[src/rtl/riscv_test_monitor_pkg.sv]
// Shared types and constants for the riscv-tests pass/fail monitor.
package riscv_test_monitor_pkg;

  // Monitor states; PASS, FAIL and TIMEOUT are terminal until clear or rst.
  typedef enum logic [2:0] {
    ST_RUN,
    ST_SETTLE,
    ST_PASS,
    ST_FAIL,
    ST_TIMEOUT
  } state_e;

  // Encoding of the 2-bit status output.
  localparam logic [1:0] STATUS_RUN     = 2'd0;
  localparam logic [1:0] STATUS_PASS    = 2'd1;
  localparam logic [1:0] STATUS_FAIL    = 2'd2;
  localparam logic [1:0] STATUS_TIMEOUT = 2'd3;

  // ABI register indices used by riscv-tests: gp carries the test number,
  // s10 flags completion and s11 carries the verdict value.
  localparam int REG_GP  = 3;
  localparam int REG_S10 = 26;
  localparam int REG_S11 = 27;

  // Status code for a state; SETTLE still reports RUN.
  function automatic logic [1:0] status_of(input state_e s);
    case (s)
      ST_PASS:    return STATUS_PASS;
      ST_FAIL:    return STATUS_FAIL;
      ST_TIMEOUT: return STATUS_TIMEOUT;
      default:    return STATUS_RUN;
    endcase
  endfunction

endpackage

[src/rtl/riscv_test_monitor_sat_counter.sv]
// Saturating up-counter with synchronous reset and synchronous clear.
module sat_counter #(
  parameter int W = 32
) (
  input  logic         clk,
  input  logic         rst,
  input  logic         clr,
  input  logic         inc,
  output logic [W-1:0] q
);

  logic [W-1:0] q_d;
  logic [W-1:0] q_q;

  // Next count: clear wins, otherwise step unless already at all ones.
  always_comb begin
    // NOTE: assign a default before any condition so no latch is inferred.
    q_d = q_q;
    if (clr) begin
      q_d = '0;
    end else if (inc && (q_q != '1)) begin
      q_d = q_q + W'(1);
    end
  end

  // Count register with synchronous active-high reset.
  always_ff @(posedge clk) begin
    // NOTE: non-blocking assignments so every flop samples pre-edge values.
    if (rst) begin
      q_q <= '0;
    end else begin
      q_q <= q_d;
    end
  end

  assign q = q_q;

endmodule

[src/rtl/riscv_test_monitor.sv]
// Snoops the register-file write-back port of the core and reaches a
// sticky pass / fail / timeout verdict for riscv-tests style programs.
module riscv_test_monitor
  import riscv_test_monitor_pkg::*;
#(
  parameter int          XLEN           = 32,
  parameter int          DONE_REG       = REG_S10,
  parameter int          RESULT_REG     = REG_S11,
  parameter int          TESTNUM_REG    = REG_GP,
  parameter int unsigned PASS_VALUE     = 1,
  parameter int          SETTLE_CYCLES  = 1,
  parameter int unsigned TIMEOUT_CYCLES = 100000,
  parameter int          CNT_W          = 32
) (
  input  logic             clk,
  input  logic             rst,
  input  logic             clear,
  input  logic             wb_we,
  input  logic [4:0]       wb_rd,
  input  logic [XLEN-1:0]  wb_data,
  output logic             done,
  output logic             pass,
  output logic             fail,
  output logic             timeout,
  output logic [1:0]       status,
  output logic [XLEN-1:0]  test_num,
  output logic [XLEN-1:0]  result_value,
  output logic [CNT_W-1:0] cycle_count,
  output logic [CNT_W-1:0] wb_count
);

  // Parameter sanity, rejected at elaboration.
  if (DONE_REG <= 0 || DONE_REG > 31 || RESULT_REG <= 0 || RESULT_REG > 31 ||
      TESTNUM_REG <= 0 || TESTNUM_REG > 31) begin : g_bad_reg_range
    $error("monitor register indices must be in 1..31");
  end
  if (DONE_REG == RESULT_REG || DONE_REG == TESTNUM_REG ||
      RESULT_REG == TESTNUM_REG) begin : g_bad_reg_alias
    $error("DONE_REG, RESULT_REG and TESTNUM_REG must be distinct");
  end
  if (XLEN < 8 || CNT_W < 8) begin : g_bad_width
    $error("XLEN and CNT_W must both be at least 8");
  end
  if (SETTLE_CYCLES < 0 || SETTLE_CYCLES > 255) begin : g_bad_settle
    $error("SETTLE_CYCLES must be within 0..255");
  end

  localparam logic [4:0]       DONE_IDX    = 5'(DONE_REG);
  localparam logic [4:0]       RESULT_IDX  = 5'(RESULT_REG);
  localparam logic [4:0]       TESTNUM_IDX = 5'(TESTNUM_REG);
  localparam logic [XLEN-1:0]  PASS_VAL    = XLEN'(PASS_VALUE);
  localparam logic [7:0]       SETTLE_INIT = 8'(SETTLE_CYCLES);
  // Last RUN cycle before the timeout fires; only meaningful when enabled.
  localparam logic [CNT_W-1:0] TMO_LAST    = CNT_W'(TIMEOUT_CYCLES - 1);

  state_e           state_d, state_q;
  logic [7:0]       settle_d, settle_q;
  logic [XLEN-1:0]  gp_d, gp_q;
  logic [XLEN-1:0]  res_d, res_q;
  logic [1:0]       status_d, status_q;
  logic             done_d, done_q;
  logic             pass_d, pass_q;
  logic             fail_d, fail_q;
  logic             timeout_d, timeout_q;

  logic             live;
  logic             wr_ok;
  logic             done_hit;
  logic             tmo_hit;
  logic             eval_pass;

  // Write qualification shared by the shadows, the FSM and the counters.
  always_comb begin
    live      = (state_q == ST_RUN) || (state_q == ST_SETTLE);
    wr_ok     = wb_we && (wb_rd != 5'd0) && live && !clear;
    done_hit  = wr_ok && (state_q == ST_RUN) && (wb_rd == DONE_IDX) &&
                (wb_data != '0);
    tmo_hit   = (TIMEOUT_CYCLES != 0) && (state_q == ST_RUN) &&
                (cycle_count == TMO_LAST) && !done_hit;
    // The verdict sees a result written on the very edge it is taken.
    eval_pass = (res_d == PASS_VAL);
  end

  // Shadow copies of the test-number and result registers.
  always_comb begin
    gp_d  = gp_q;
    res_d = res_q;
    if (clear) begin
      gp_d  = '0;
      res_d = '0;
    end else if (wr_ok) begin
      if (wb_rd == TESTNUM_IDX) gp_d  = wb_data;
      if (wb_rd == RESULT_IDX)  res_d = wb_data;
    end
  end

  // Next-state logic: RUN -> SETTLE -> verdict, or RUN -> TIMEOUT.
  always_comb begin
    state_d  = state_q;
    settle_d = settle_q;
    if (clear) begin
      state_d  = ST_RUN;
      settle_d = '0;
    end else begin
      unique case (state_q)
        ST_RUN: begin
          if (done_hit) begin
            if (SETTLE_CYCLES == 0) begin
              state_d = eval_pass ? ST_PASS : ST_FAIL;
            end else begin
              state_d  = ST_SETTLE;
              settle_d = SETTLE_INIT;
            end
          end else if (tmo_hit) begin
            state_d = ST_TIMEOUT;
          end
        end
        ST_SETTLE: begin
          if (settle_q == 8'd1) begin
            state_d  = eval_pass ? ST_PASS : ST_FAIL;
            settle_d = '0;
          end else begin
            settle_d = settle_q - 8'd1;
          end
        end
        default: begin
          state_d  = state_q;
          settle_d = settle_q;
        end
      endcase
    end
  end

  // Output decode of the next state so the flags come straight from flops.
  always_comb begin
    status_d  = status_of(state_d);
    done_d    = (status_d != STATUS_RUN);
    pass_d    = (status_d == STATUS_PASS);
    fail_d    = (status_d == STATUS_FAIL) || (status_d == STATUS_TIMEOUT);
    timeout_d = (status_d == STATUS_TIMEOUT);
  end

  // State, settle counter and shadow registers.
  always_ff @(posedge clk) begin
    if (rst) begin
      state_q  <= ST_RUN;
      settle_q <= '0;
      gp_q     <= '0;
      res_q    <= '0;
    end else begin
      state_q  <= state_d;
      settle_q <= settle_d;
      gp_q     <= gp_d;
      res_q    <= res_d;
    end
  end

  // Registered verdict flags.
  always_ff @(posedge clk) begin
    if (rst) begin
      status_q  <= STATUS_RUN;
      done_q    <= 1'b0;
      pass_q    <= 1'b0;
      fail_q    <= 1'b0;
      timeout_q <= 1'b0;
    end else begin
      status_q  <= status_d;
      done_q    <= done_d;
      pass_q    <= pass_d;
      fail_q    <= fail_d;
      timeout_q <= timeout_d;
    end
  end

  sat_counter #(.W(CNT_W)) u_cycle_cnt (
    .clk (clk),
    .rst (rst),
    .clr (clear),
    .inc (live),
    .q   (cycle_count)
  );

  sat_counter #(.W(CNT_W)) u_wb_cnt (
    .clk (clk),
    .rst (rst),
    .clr (clear),
    .inc (wr_ok),
    .q   (wb_count)
  );

  assign done         = done_q;
  assign pass         = pass_q;
  assign fail         = fail_q;
  assign timeout      = timeout_q;
  assign status       = status_q;
  assign test_num     = gp_q;
  assign result_value = res_q;

endmodule

[config.mk]
export PLATFORM = sky130hd
export DESIGN_NAME = riscv_test_monitor
export DESIGN_NICKNAME = d
export VERILOG_FILES = /design/src/rtl/riscv_test_monitor_pkg.sv /design/src/rtl/riscv_test_monitor_sat_counter.sv /design/src/rtl/riscv_test_monitor.sv
export SDC_FILE = /design/constraint.sdc
export NUM_CORES = 1
export LEC_CHECK = 0
export BUFFER_PORTS_ARGS = -buffer_cell sky130_fd_sc_hd__buf_2
export CORE_MARGIN = 2
export CORE_UTILIZATION = 45
export CTS_BUF_LIST = sky130_fd_sc_hd__clkbuf_4
export DETAILED_ROUTE_END_ITERATION = 8
export PLACE_DENSITY_LB_ADDON = 0.08
export RECOVER_POWER = 50
export SKIP_LAST_GASP = 1
export SYNTH_ARGS = -nofsm -noshare
export SYNTH_HDL_FRONTEND = slang
export SYNTH_SLANG_ARGS = --single-unit
[constraint.sdc]
create_clock -name clk -period 2.19 [get_ports clk]
set_clock_uncertainty 0.15 [all_clocks]
set_input_delay 0.5475 -clock clk [delete_from_list [all_inputs] [get_ports clk]]
set_output_delay 0.5475 -clock clk [all_outputs]
set_load 0.005 [all_outputs]
==> results of run 1 <==
routing by layer:
layer | share of wire (%) | global-route usage (%) | wire [um] | vias to the layer above
met1 | 46 | 32.7 | 8550 | 3121
met2 | 47 | 39.9 | 8820 | 170
met4 | 1.5 | 7.90 | 275 | 0
met3 | 5.3 | 5.30 | 985 | 25
met5 | 0 | 0 | 0 | -
li1 | - | - | - | 3243
worst min path at each step:
stage | end | start | slack [ps]
2_1_floorplan | settle_q[7]$_SDFFE_PP0P_ | settle_q[7]$_SDFFE_PP0P_ | 300
3_3_place_gp | test_num[2]$_SDFFE_PP0P_ | test_num[2]$_SDFFE_PP0P_ | 290
3_5_place_dp | test_num[1]$_SDFFE_PP0P_ | test_num[1]$_SDFFE_PP0P_ | 300
4_1_cts | test_num[31]$_SDFFE_PP0P_ | wb_data[31] | 40
5_1_grt | result_value[31]$_SDFF_PP0_ | wb_data[31] | 40
6_report | test_num[31]$_SDFFE_PP0P_ | wb_data[31] | 90
power by group through the flow:
stage / Combinational, mW / Sequential (mW) / Clock (mW)
after global routing: 0.240 / 2.63 / 1.77
after CTS: 0.220 / 2.63 / 1.66
after global placement: 0.216 / 2.69 / 0
after floorplan: 0.0743 / 2.69 / 0
after detailed placement: 0.219 / 2.69 / 0
final: 0.221 / 2.63 / 1.60
what timing repair did:
| action | CTS | global route |
|---|---|---|
| hold endpoints to repair | 0 | 0 |
| setup buffers | 0 | 2 |
| resized for setup | 0 | 20 |
| setup endpoints to repair | 0 | 19 |
registers in the layout, indices dropped and copies added, names as in the netlist:
name and cells:
done 1, pass 1, result_value 32, settle_q 8
state_q 3, status 2, test_num 32, timeout 1
u_cycle_cnt.q 32, u_wb_cnt.q 32
cells by family (layout without fill, tap and decap cells):
kind of cell	count (synthesis)	in the layout	share of synthesized area [%]
AND/OR/NAND/NOR	397	397	31.1
buffers and inverters	50	325	3.19
AO/OA/AOI/OAI	125	125	12.0
adder cells (fa/ha/maj)	4	4	0.794
other	0	1	0
multiplexers	1	1	0.159
XOR/XNOR	51	51	7.08
flip-flops	144	144	45.7
through the flow:
step / setup TNS (ps) / hold slack [ps] / setup WS [ps] / util [%]
after floorplan: 0 / 301 / 3.05 / -
after global placement: -5200 / 289 / -365 / 58.9
after detailed placement: -5790 / 295 / -414 / 58.9
after CTS: 0 / 42.2 / 28.7 / 60.8
after global routing: -78.5 / 44.1 / -24.6 / 60.8
final: 0 / 87.7 / 31.8 / 60.9
cell type report:
cell class / count / area [um^2]
sequential: 144 / 2890
timing repair buffer: 285 / 1700
tap: 180 / 225
multi-input combinational: 578 / 3270
clock inverter: 15 / 139
fill: 1356 / 5390
antenna: 1 / 2.50
clock buffer: 17 / 128
inverter: 8 / 30.0
cells in the mapped netlist (4+ instances only):
cell,number
xnor2_1,12
clkbuf_1,34
nor4_1,20
o21ai_0,8
a21oi_1,78
nor3_1,13
xor2_1,39
inv_1,8
and2_1,6
buf_2,5
and4_1,14
nand4_1,27
a31oi_1,7
nand3_1,31
and3_1,18
nor2_1,73
nand2_1,164
o211ai_1,10
dfxtp_1,144
a311oi_1,4
or3_1,6
ha_1,4
worst reg2reg max path: stages, from the launching register on:
cell and delay [ps]:
dfxtp_2 390, nor4b_4 370, a21boi_4 270, buf_4 160
nand3_2 160, or4_1 500, nand2_1 80
==> run summary, run 1 <==
nets: 1079
PortBufs: 174
Mapped Cells: 772
synthesized area: 6310 um^2
GRT Total Usage: 24.6%
pin count of the biggest net entering global routing: 45
H-tree depth: 4
# IOs: 175
Reg power frac: 59.0%
CP Max Fanout: 4
RSZ-0062 raised after global routing: yes
most used cell, CP: buf_4
final cell count without fillers: 1228
Post-DP Area: 8110 um^2
Design Power: 4.45 mW
post-DP HPWL: 13700 um
hold buffer count at cts: 0
initial antenna violation count: 1
top_reg_cell synth: dfxtp_1
commonest non-fill, non-tap cell in the layout: nand2_1
initial drt markers: 544
Net Switching: 1.16 mW
asr flop ratio synth: 0%
P_int: 3.29 mW
most frequent cells in the layout: nand2_1 (164), dfxtp_1 (140), buf_2 (130)
Clock power frac: 36.0%
vias per cell: 5.34
Synth Warn #: 0
CP Launch Point: wb_data[2]
Worst Max-Slew Pin Slew: 717 ps
CTS tree: built
clk sinks: 144
slowest stage delay, CP: 620 ps
die width: 122 um
r2r worst-path depth: 6
final instance area: 8380 um^2
Yosys cell types: 53
total of max-cap violations: 0
Seq/Total Area, Yosys: 45.7%
Final Hold Fails: 0
fin crit share: 98.5%
Final Max Slew Viols: 0
Final Critical Period: 2160 ps
Cell Count Post-Placement: 1193
hold-critical path depth: 3
WP data arrival: 2470 ps
Clock Latency Late Sink: 550 ps
Synth top area share: 45.7%
Peak VDD IR: 0.351 mV
worst path bufs/invs: 3
sw frac: 26.0%
CTS Root Cell: clkbuf_4
outcome: finished, final reports clean
first-pass GRT wire length: 29400 um
CP Capture Type: flop
highest clock rate: 463 MHz
Syn Nets: 817
routability cong.: 0.873
Top Family by Delay on Critical Path: simple AND/OR/NAND/NOR gates
routed vias: 6559
WL per Instance: 15.2 um
Comb pwr share: 5.0%
endpoints failing setup: 0
die span in y: 122 um
Critical-path top delay cell: nor4_1
clock transition at the registers of the reported paths: 130 ps
area grow syn2layout: 32.9%
CP Launch Type: input pin
WP data required: 2500 ps
Core Footprint: 13800 um^2
number of flops mapped to enable cells by yosys: 0
DIE AREA: 15000 um^2
FF-to-FF setup slack: 50 ps
Max clock buf depth: 2
final WL: 18600 um
CTS Buf Count: 17
CP Class: in2reg
WP depth: 8
vias in the first global route: 6153
Initial Utilization: 45.8%
total congestion overflow: 0
post-route ant nets: 0
pwr dens: 531 nW/um^2
slew margin rel.: 52.2%
Crit Reg-Reg Endpoint: u_wb_cnt.q[21]$_SDFFE_PP0P_
synthesized flop and latch total: 144
crit-path cells: buf_2 > nor4_1 > buf_4 > nand3_1 > o41ai_2 > buf_4 > nand2_1 > a311oi_1
row count: 43
Leak: 3.40 nW
DRC: 0
layout cells sized above 1: 28.5%
FF-to-FF Start: state_q[1]$_SDFF_PP0_
DR pass1 iterations: 5
Synth area leaders: dfxtp_1 (46%), nand2_1 (9.8%), a21oi_1 (6.2%)
Hold Path Class: in2reg
Avg Inst Size Synth: 8.17 um^2
area leader, netlist: dfxtp_1
CP endpoint: settle_q[5]$_SDFFE_PP0P_
No activity file was read; power rests on OpenSTA's default activity.
==> run 2: changes to the inputs <==
--- a/config.mk
+++ b/config.mk
@@ -10,7 +10,7 @@
 export CORE_UTILIZATION = 45
 export CTS_BUF_LIST = sky130_fd_sc_hd__clkbuf_4
 export DETAILED_ROUTE_END_ITERATION = 8
-export PLACE_DENSITY_LB_ADDON = 0.08
+export PLACE_DENSITY = 0.73
 export RECOVER_POWER = 50
 export SKIP_LAST_GASP = 1
 export SYNTH_ARGS = -nofsm -noshare
==> run 2 against run 1 <==
Effect of this change:
- utilization decreased by 1.6 points
- final area decreased by 2.6%
- flip-flop and latch count unchanged
- first-iteration DRC count decreased by 17%
- clock power decreased by 3%
- sequential power about the same
- global-route usage decreased by 0.65 points
- sequential share of layout area increased by 0.91 points
- hold slack improved by 16 ps
==> run summary, run 2 (synthesis results as in run 1) <==
outcome: finished, final reports clean
Hold Path Class: in2reg
row count: 43 (unchanged)
Post-CTS Setup Inserts: 0 (unchanged)
PortBufs: 174 (unchanged)
Reg power frac: 59.8% (+0.8 points)
Critical-path top delay cell: dfxtp_1
WP data arrival: 2350 ps (-120 ps)
vias per cell: 5.35 (+0.20%)
DRC: 0 (unchanged)
Design Power: 4.40 mW (-1.2%)
first-pass GRT wire length: 28400 um (-3.6%)
area occupied by registers: 2890 um^2 (about the same)
DIE AREA: 15000 um^2 (unchanged)
GRT Total Usage: 23.9% (-0.65 points)
Comb pwr share: 4.8% (-0.2 points)
CTS Buf Count: 17 (unchanged)
routed vias: 6465 (-1.4%)
WP data required: 2470 ps (-30 ps)
area grow syn2layout: 29.4%
Peak VDD IR: 0.407 mV (+16%)
Leak: 3.25 nW (-4.5%)
FF-to-FF Start: u_cycle_cnt.q[19]$_SDFFE_PP0P_
total of max-cap violations: 0 (unchanged)
CP endpoint: u_cycle_cnt.q[0]$_SDFFE_PP0P_
Final Max Slew Viols: 0 (unchanged)
multi-input logic area: 3250 um^2 (-0.54%)
CP Launch Type: flop
FF-to-FF setup slack: 120 ps (+70 ps)
Final Hold Fails: 0 (unchanged)
DR pass1 iterations: 5 (unchanged)
hold buffer count at cts: 0 (unchanged)
H-tree depth: 4 (unchanged)
layout cells sized above 1: 26.3% (-2.2 points)
WP depth: 7 (-1)
Post-DP Area: 7940 um^2 (-2.1%)
nets: 1059 (-1.9%)
Worst Max-Slew Pin Slew: 740 ps (+23.2 ps)
P_int: 3.19 mW (-3.0%)
Cell Count Post-Placement: 1175 (-1.5%)
CP Launch Point: u_cycle_cnt.q[19]$_SDFFE_PP0P_
Max clock buf depth: 2 (unchanged)
clock transition at the registers of the reported paths: 140 ps (about the same)
Layout fillers: 1315 (-3.0%)
die width: 122 um (unchanged)
Top Family by Delay on Critical Path: simple AND/OR/NAND/NOR gates
commonest non-fill, non-tap cell in the layout: nand2_1
pin count of the biggest net entering global routing: 63 (+40%)
initial antenna violation count: 2 (+1)
vias in the first global route: 5774 (-6.2%)
post-DP HPWL: 13100 um (-4.3%)
crit-path cells: and4_1 > and4_2 > nand4_1 > buf_4 > o21ai_0 > xor2_1 > nor2_1
Net Switching: 1.20 mW (+3.8%)
Initial Utilization: 45.8% (unchanged)
Clock Latency Late Sink: 540 ps (about the same)
most frequent cells in the layout: nand2_1 (164), dfxtp_1 (141), buf_2 (123)
# IOs: 175 (unchanged)
Clock power frac: 35.4% (-0.6 points)
worst path bufs/invs: 1 (-2)
initial drt markers: 453 (-17%)
final instance area: 8160 um^2 (-2.6%)
CTS tree: built
r2r worst-path depth: 7 (+1)
total congestion overflow: 0 (unchanged)
die span in y: 122 um (unchanged)
routability cong.: 0.902 (+3.4%)
slowest stage delay, CP: 410 ps (-210 ps)
CP Class: reg2reg
Final Critical Period: 2070 ps (-85.1 ps)
WL per Instance: 15.0 um (-1.4%)
pwr dens: 539 nW/um^2 (+1.4%)
clk sinks: 144 (unchanged)
endpoints failing setup: 0 (unchanged)
sw frac: 27.4% (+1.3 points)
slew margin rel.: 50.6% (-1.5 points)
fin crit share: 94.7% (-3.9 points)
Core Footprint: 13800 um^2 (unchanged)
highest clock rate: 482 MHz (+4.1%)
Crit Reg-Reg Endpoint: u_cycle_cnt.q[0]$_SDFFE_PP0P_
final cell count without fillers: 1208 (-1.6%)
CTS Root Cell: clkbuf_4
post-route ant nets: 0 (unchanged)
RSZ-0062 raised after global routing: yes
final WL: 18100 um (-3.0%)
CP Capture Type: flop
CP Max Fanout: 10 (+6)
[run 2: cell types whose count changed in the layout (fill, tap and decap cells not counted), sizes merged]
cell / previous run / this run
clkinv: 5 / 2
bufinv: 1 / 0
inv: 11 / 15
clkbuf: 63 / 70
buf: 239 / 212
[run 2: worst register-to-register path: stages (launching register included)]
cell and delay [ps]:
dfxtp_1 410, and4_1 250, and4_2 300, nand4_1 130, buf_4 200, o21ai_0 320
xor2_1 180, nor2_1 50
[run 2: repair_timing]
| item | in CTS | in global routing |
|---|---|---|
| resized for setup | 1 | 13 |
| setup endpoints to repair | 3 | 25 |
| cloned | 0 | 0 |
| pin swaps | 0 | 0 |
[run 2: how the worst min path moves through the flow]
stage,startpoint,end,slack (ps),cells after the start
4_1_cts,wb_data[12],test_num[12]$_SDFFE_PP0P_,50,3
3_3_place_gp,test_num[8]$_SDFFE_PP0P_,test_num[8]$_SDFFE_PP0P_,290,2
6_report,wb_data[12],result_value[12]$_SDFF_PP0_,100,3
3_5_place_dp,test_num[20]$_SDFFE_PP0P_,test_num[20]$_SDFFE_PP0P_,290,2
5_1_grt,wb_data[14],result_value[14]$_SDFF_PP0_,40,3
2_1_floorplan,settle_q[7]$_SDFFE_PP0P_,settle_q[7]$_SDFFE_PP0P_,300,1
[run 2: power by group through the flow]
stage / registers [mW] / clock network [mW] / logic (mW)
global placement: 2.69 / 0 / 0.211
floorplan: 2.69 / 0 / 0.0743
CTS: 2.63 / 1.60 / 0.212
detailed placement: 2.69 / 0 / 0.211
finish: 2.63 / 1.56 / 0.213
global route: 2.63 / 1.71 / 0.231
[run 2: per-stage QoR]
stage	setup TNS, ps	setup WS, ps	util (%)	hold slack [ps]
4_1_cts	0	30.1	59.5	45.2
6_report	0	117	59.3	104
5_1_grt	-113	-38.0	59.3	44.5
3_5_place_dp	-4660	-330	57.7	293
2_1_floorplan	0	3.05	-	301
3_3_place_gp	-3180	-236	57.7	289
[run 2: area by class of cell]
cell class                 count  share of cell area (%)
sequential                   144                    35.4
clock buffer                  17                    1.56
antenna                        1                  0.0307
inverter                       8                   0.368
timing repair buffer         265                    18.5
tap                          180                    2.76
clock inverter                15                    1.55
multi-input combinational    578                    39.9
[run 2: per-layer routing]
layer	wire, um	GRT usage, %	vias up
li1	-	-	3210
met1	7990	31.8	3012
met2	8600	37.2	213
met3	1090	6.41	28
met4	384	9.05	2
met5	8	0	-
==> run 3: changes to the inputs <==
--- a/config.mk
+++ b/config.mk
@@ -5,7 +5,7 @@
 export SDC_FILE = /design/constraint.sdc
 export NUM_CORES = 1
 export LEC_CHECK = 0
-export BUFFER_PORTS_ARGS = -buffer_cell sky130_fd_sc_hd__buf_2
+export BUFFER_PORTS_ARGS = -buffer_cell sky130_fd_sc_hd__clkbuf_2
 export CORE_MARGIN = 2
 export CORE_UTILIZATION = 45
 export CTS_BUF_LIST = sky130_fd_sc_hd__clkbuf_4
==> run 3 against run 2 <==
Effect of this change:
- combinational power is 2% lower
- flip-flop and latch count stayed put
- sequential share of layout area is 0.30 points lower
- final area is 0.74% higher
- setup slack worse by 22 ps
- first-iteration DRC count is 8.6% higher
- clock power is 35% higher
==> run summary, run 3 (synthesis results as in run 1) <==
PortBufs: 174 (unchanged)
post-route setup slack: 95.2 ps (-21.7 ps)
Crit Reg-Reg Endpoint: u_cycle_cnt.q[30]$_SDFFE_PP0P_
total of max-cap violations: 0 (unchanged)
layout cells sized above 1: 24.0% (-2.3 points)
r2r worst-path depth: 7 (unchanged)
row count: 43 (unchanged)
Core Footprint: 13800 um^2 (unchanged)
final instance area: 8220 um^2 (+0.74%)
clock transition at the registers of the reported paths: 120 ps (-20 ps)
area grow syn2layout: 30.4%
WP data arrival: 2390 ps (+40 ps)
outcome: finished, final reports clean
Cell Count Post-Placement: 1177 (+0.17%)
DR pass1 iterations: 5 (unchanged)
die span in y: 122 um (unchanged)
routed vias: 6523 (+0.90%)
CTS tree: built
vias per cell: 5.39 (+0.73%)
Hold WS: 84.2 ps (-20.0 ps)
final WL: 17900 um (-0.80%)
Worst Max-Slew Pin Slew: 653 ps (-87.1 ps)
Peak VDD IR: 0.352 mV (-13%)
n_diodes: 0 (-1)
DRC: 0 (unchanged)
FF-to-FF Start: u_cycle_cnt.q[5]$_SDFFE_PP0P_
Leak: 3.20 nW (-1.6%)
Design Power: 4.95 mW (+13%)
Post-DP Area: 7940 um^2 (about the same)
die width: 122 um (unchanged)
total congestion overflow: 0 (unchanged)
DIE AREA: 15000 um^2 (unchanged)
Initial Utilization: 45.8% (unchanged)
CTS Root Cell: clkbuf_4
Hold Crit Endpoint: test_num[14]$_SDFFE_PP0P_
post-route ant nets: 0 (unchanged)
setup TNS: 0 ps (unchanged)
CP Capture Type: flop
WP data required: 2490 ps (+20 ps)
clk sinks: 144 (unchanged)
final cell count without fillers: 1210 (+0.17%)
most frequent cells in the layout: nand2_1 (164), dfxtp_1 (144), clkbuf_2 (108)
Hold Path Class: in2reg
initial antenna violation count: 0 (-2)
WL per Instance: 14.8 um (-0.96%)
RSZ-0062 raised after global routing: yes
initial drt markers: 492 (+8.6%)
highest clock rate: 477 MHz (-1.0%)
hold-critical path depth: 3 (unchanged)
endpoints failing setup: 0 (unchanged)
Final Hold Fails: 0 (unchanged)
commonest non-fill, non-tap cell in the layout: nand2_1
Clock Latency Late Sink: 560 ps (+20 ps)
fin crit share: 95.7% (+0.99 points)
H-tree depth: 4 (unchanged)
post-DP HPWL: 13000 um (-1.5%)
GRT Total Usage: 23.5% (-0.48 points)
slew margin rel.: 56.5% (+5.8 points)
pwr dens: 602 nW/um^2 (+12%)
vias in the first global route: 5711 (-1.1%)
CP Launch Type: flop
CP Max Fanout: 5 (-5)
FF-to-FF setup slack: 100 ps (-20 ps)
post-layout util: 59.7% (+0.44 points)
first-pass GRT wire length: 27900 um (-1.5%)
hold buffer count at cts: 0 (unchanged)
Final Critical Period: 2090 ps (+21.7 ps)
Max clock buf depth: 2 (unchanged)
nets: 1062 (+0.28%)
hold wc startpoint: wb_data[14]
CTS Buf Count: 17 (unchanged)
pin count of the biggest net entering global routing: 49 (-22%)
dpl ws: -330 ps (-0.0710 ps)
# IOs: 175 (unchanged)
Final Max Slew Viols: 0 (unchanged)
routability cong.: 0.903 (about the same)
CP Class: reg2reg
[run 3: cell count changes in the layout (fill, tap and decap cells not counted), moves of 3 or more]
cell / delta
clkbuf_1: +14
buf_2: -122
clkinv_1: +3
dfxtp_1: +3
clkinvlp_4: -5
bufinv_16: +6
clkbuf_4: +3
buf_4: +5
inv_6: -5
dfxtp_2: -3
clkbuf_2: +106
[run 3: worst max path at each step]
| stage | end | slack (ps) | from | cells after the start |
|---|---|---|---|---|
| 6_report | u_cycle_cnt.q[30]$_SDFFE_PP0P_ | 100 | u_cycle_cnt.q[5]$_SDFFE_PP0P_ | 7 |
| 5_1_grt | u_cycle_cnt.q[24]$_SDFFE_PP0P_ | -20 | u_cycle_cnt.q[15]$_SDFFE_PP0P_ | 8 |
| 4_1_cts | u_cycle_cnt.q[19]$_SDFFE_PP0P_ | 50 | u_cycle_cnt.q[28]$_SDFFE_PP0P_ | 6 |
| 3_5_place_dp | done$_SDFF_PP0_ | -330 | wb_data[12] | 8 |
| 3_3_place_gp | status[1]$_SDFF_PP0_ | -230 | wb_data[12] | 7 |
| 2_1_floorplan | u_wb_cnt.q[29]$_SDFFE_PP0P_ | 3 | clear | 7 |
[run 3: critical path: stages, from the launching register on]
cell     delay, ps
dfxtp_1        350
and4_1         280
and4_1         240
nand4_1        180
buf_4          220
nor3b_2        250
a31oi_1        110
a41o_1         210
[run 3: routing by layer]
layer | wire (um) | vias to the layer above | global-route usage [%]
li1 | - | 3204 | -
met1 | 8160 | 3092 | 31.5
met2 | 8480 | 196 | 37.0
met3 | 930 | 31 | 5.30
met4 | 368 | 0 | 8.48
met5 | 0 | - | 0
[run 3: power by group]
part	switching (mW)	internal, mW
Sequential	0.00465	2.62
Clock	0.948	1.16
Combinational	0.120	0.0888
Total	1.07	3.88
[run 3: final cells by class]
| type | instances | area, um^2 |
|---|---|---|
| clock buffer | 20 | 150 |
| clock inverter | 12 | 213 |
| fill | 1336 | 5550 |
| inverter | 8 | 30.0 |
| multi-input combinational | 578 | 3230 |
| sequential | 144 | 2880 |
| tap | 180 | 225 |
| timing repair buffer | 268 | 1490 |
[run 3: timing repair]
item                                   4_1_cts  5_1_grt
buffers inserted                             1        0
cloned                                       0        0
endpoints found under the hold margin        0        0
setup endpoints to repair                    1       14
gates resized for setup                      0        5
pin swaps                                    0        0
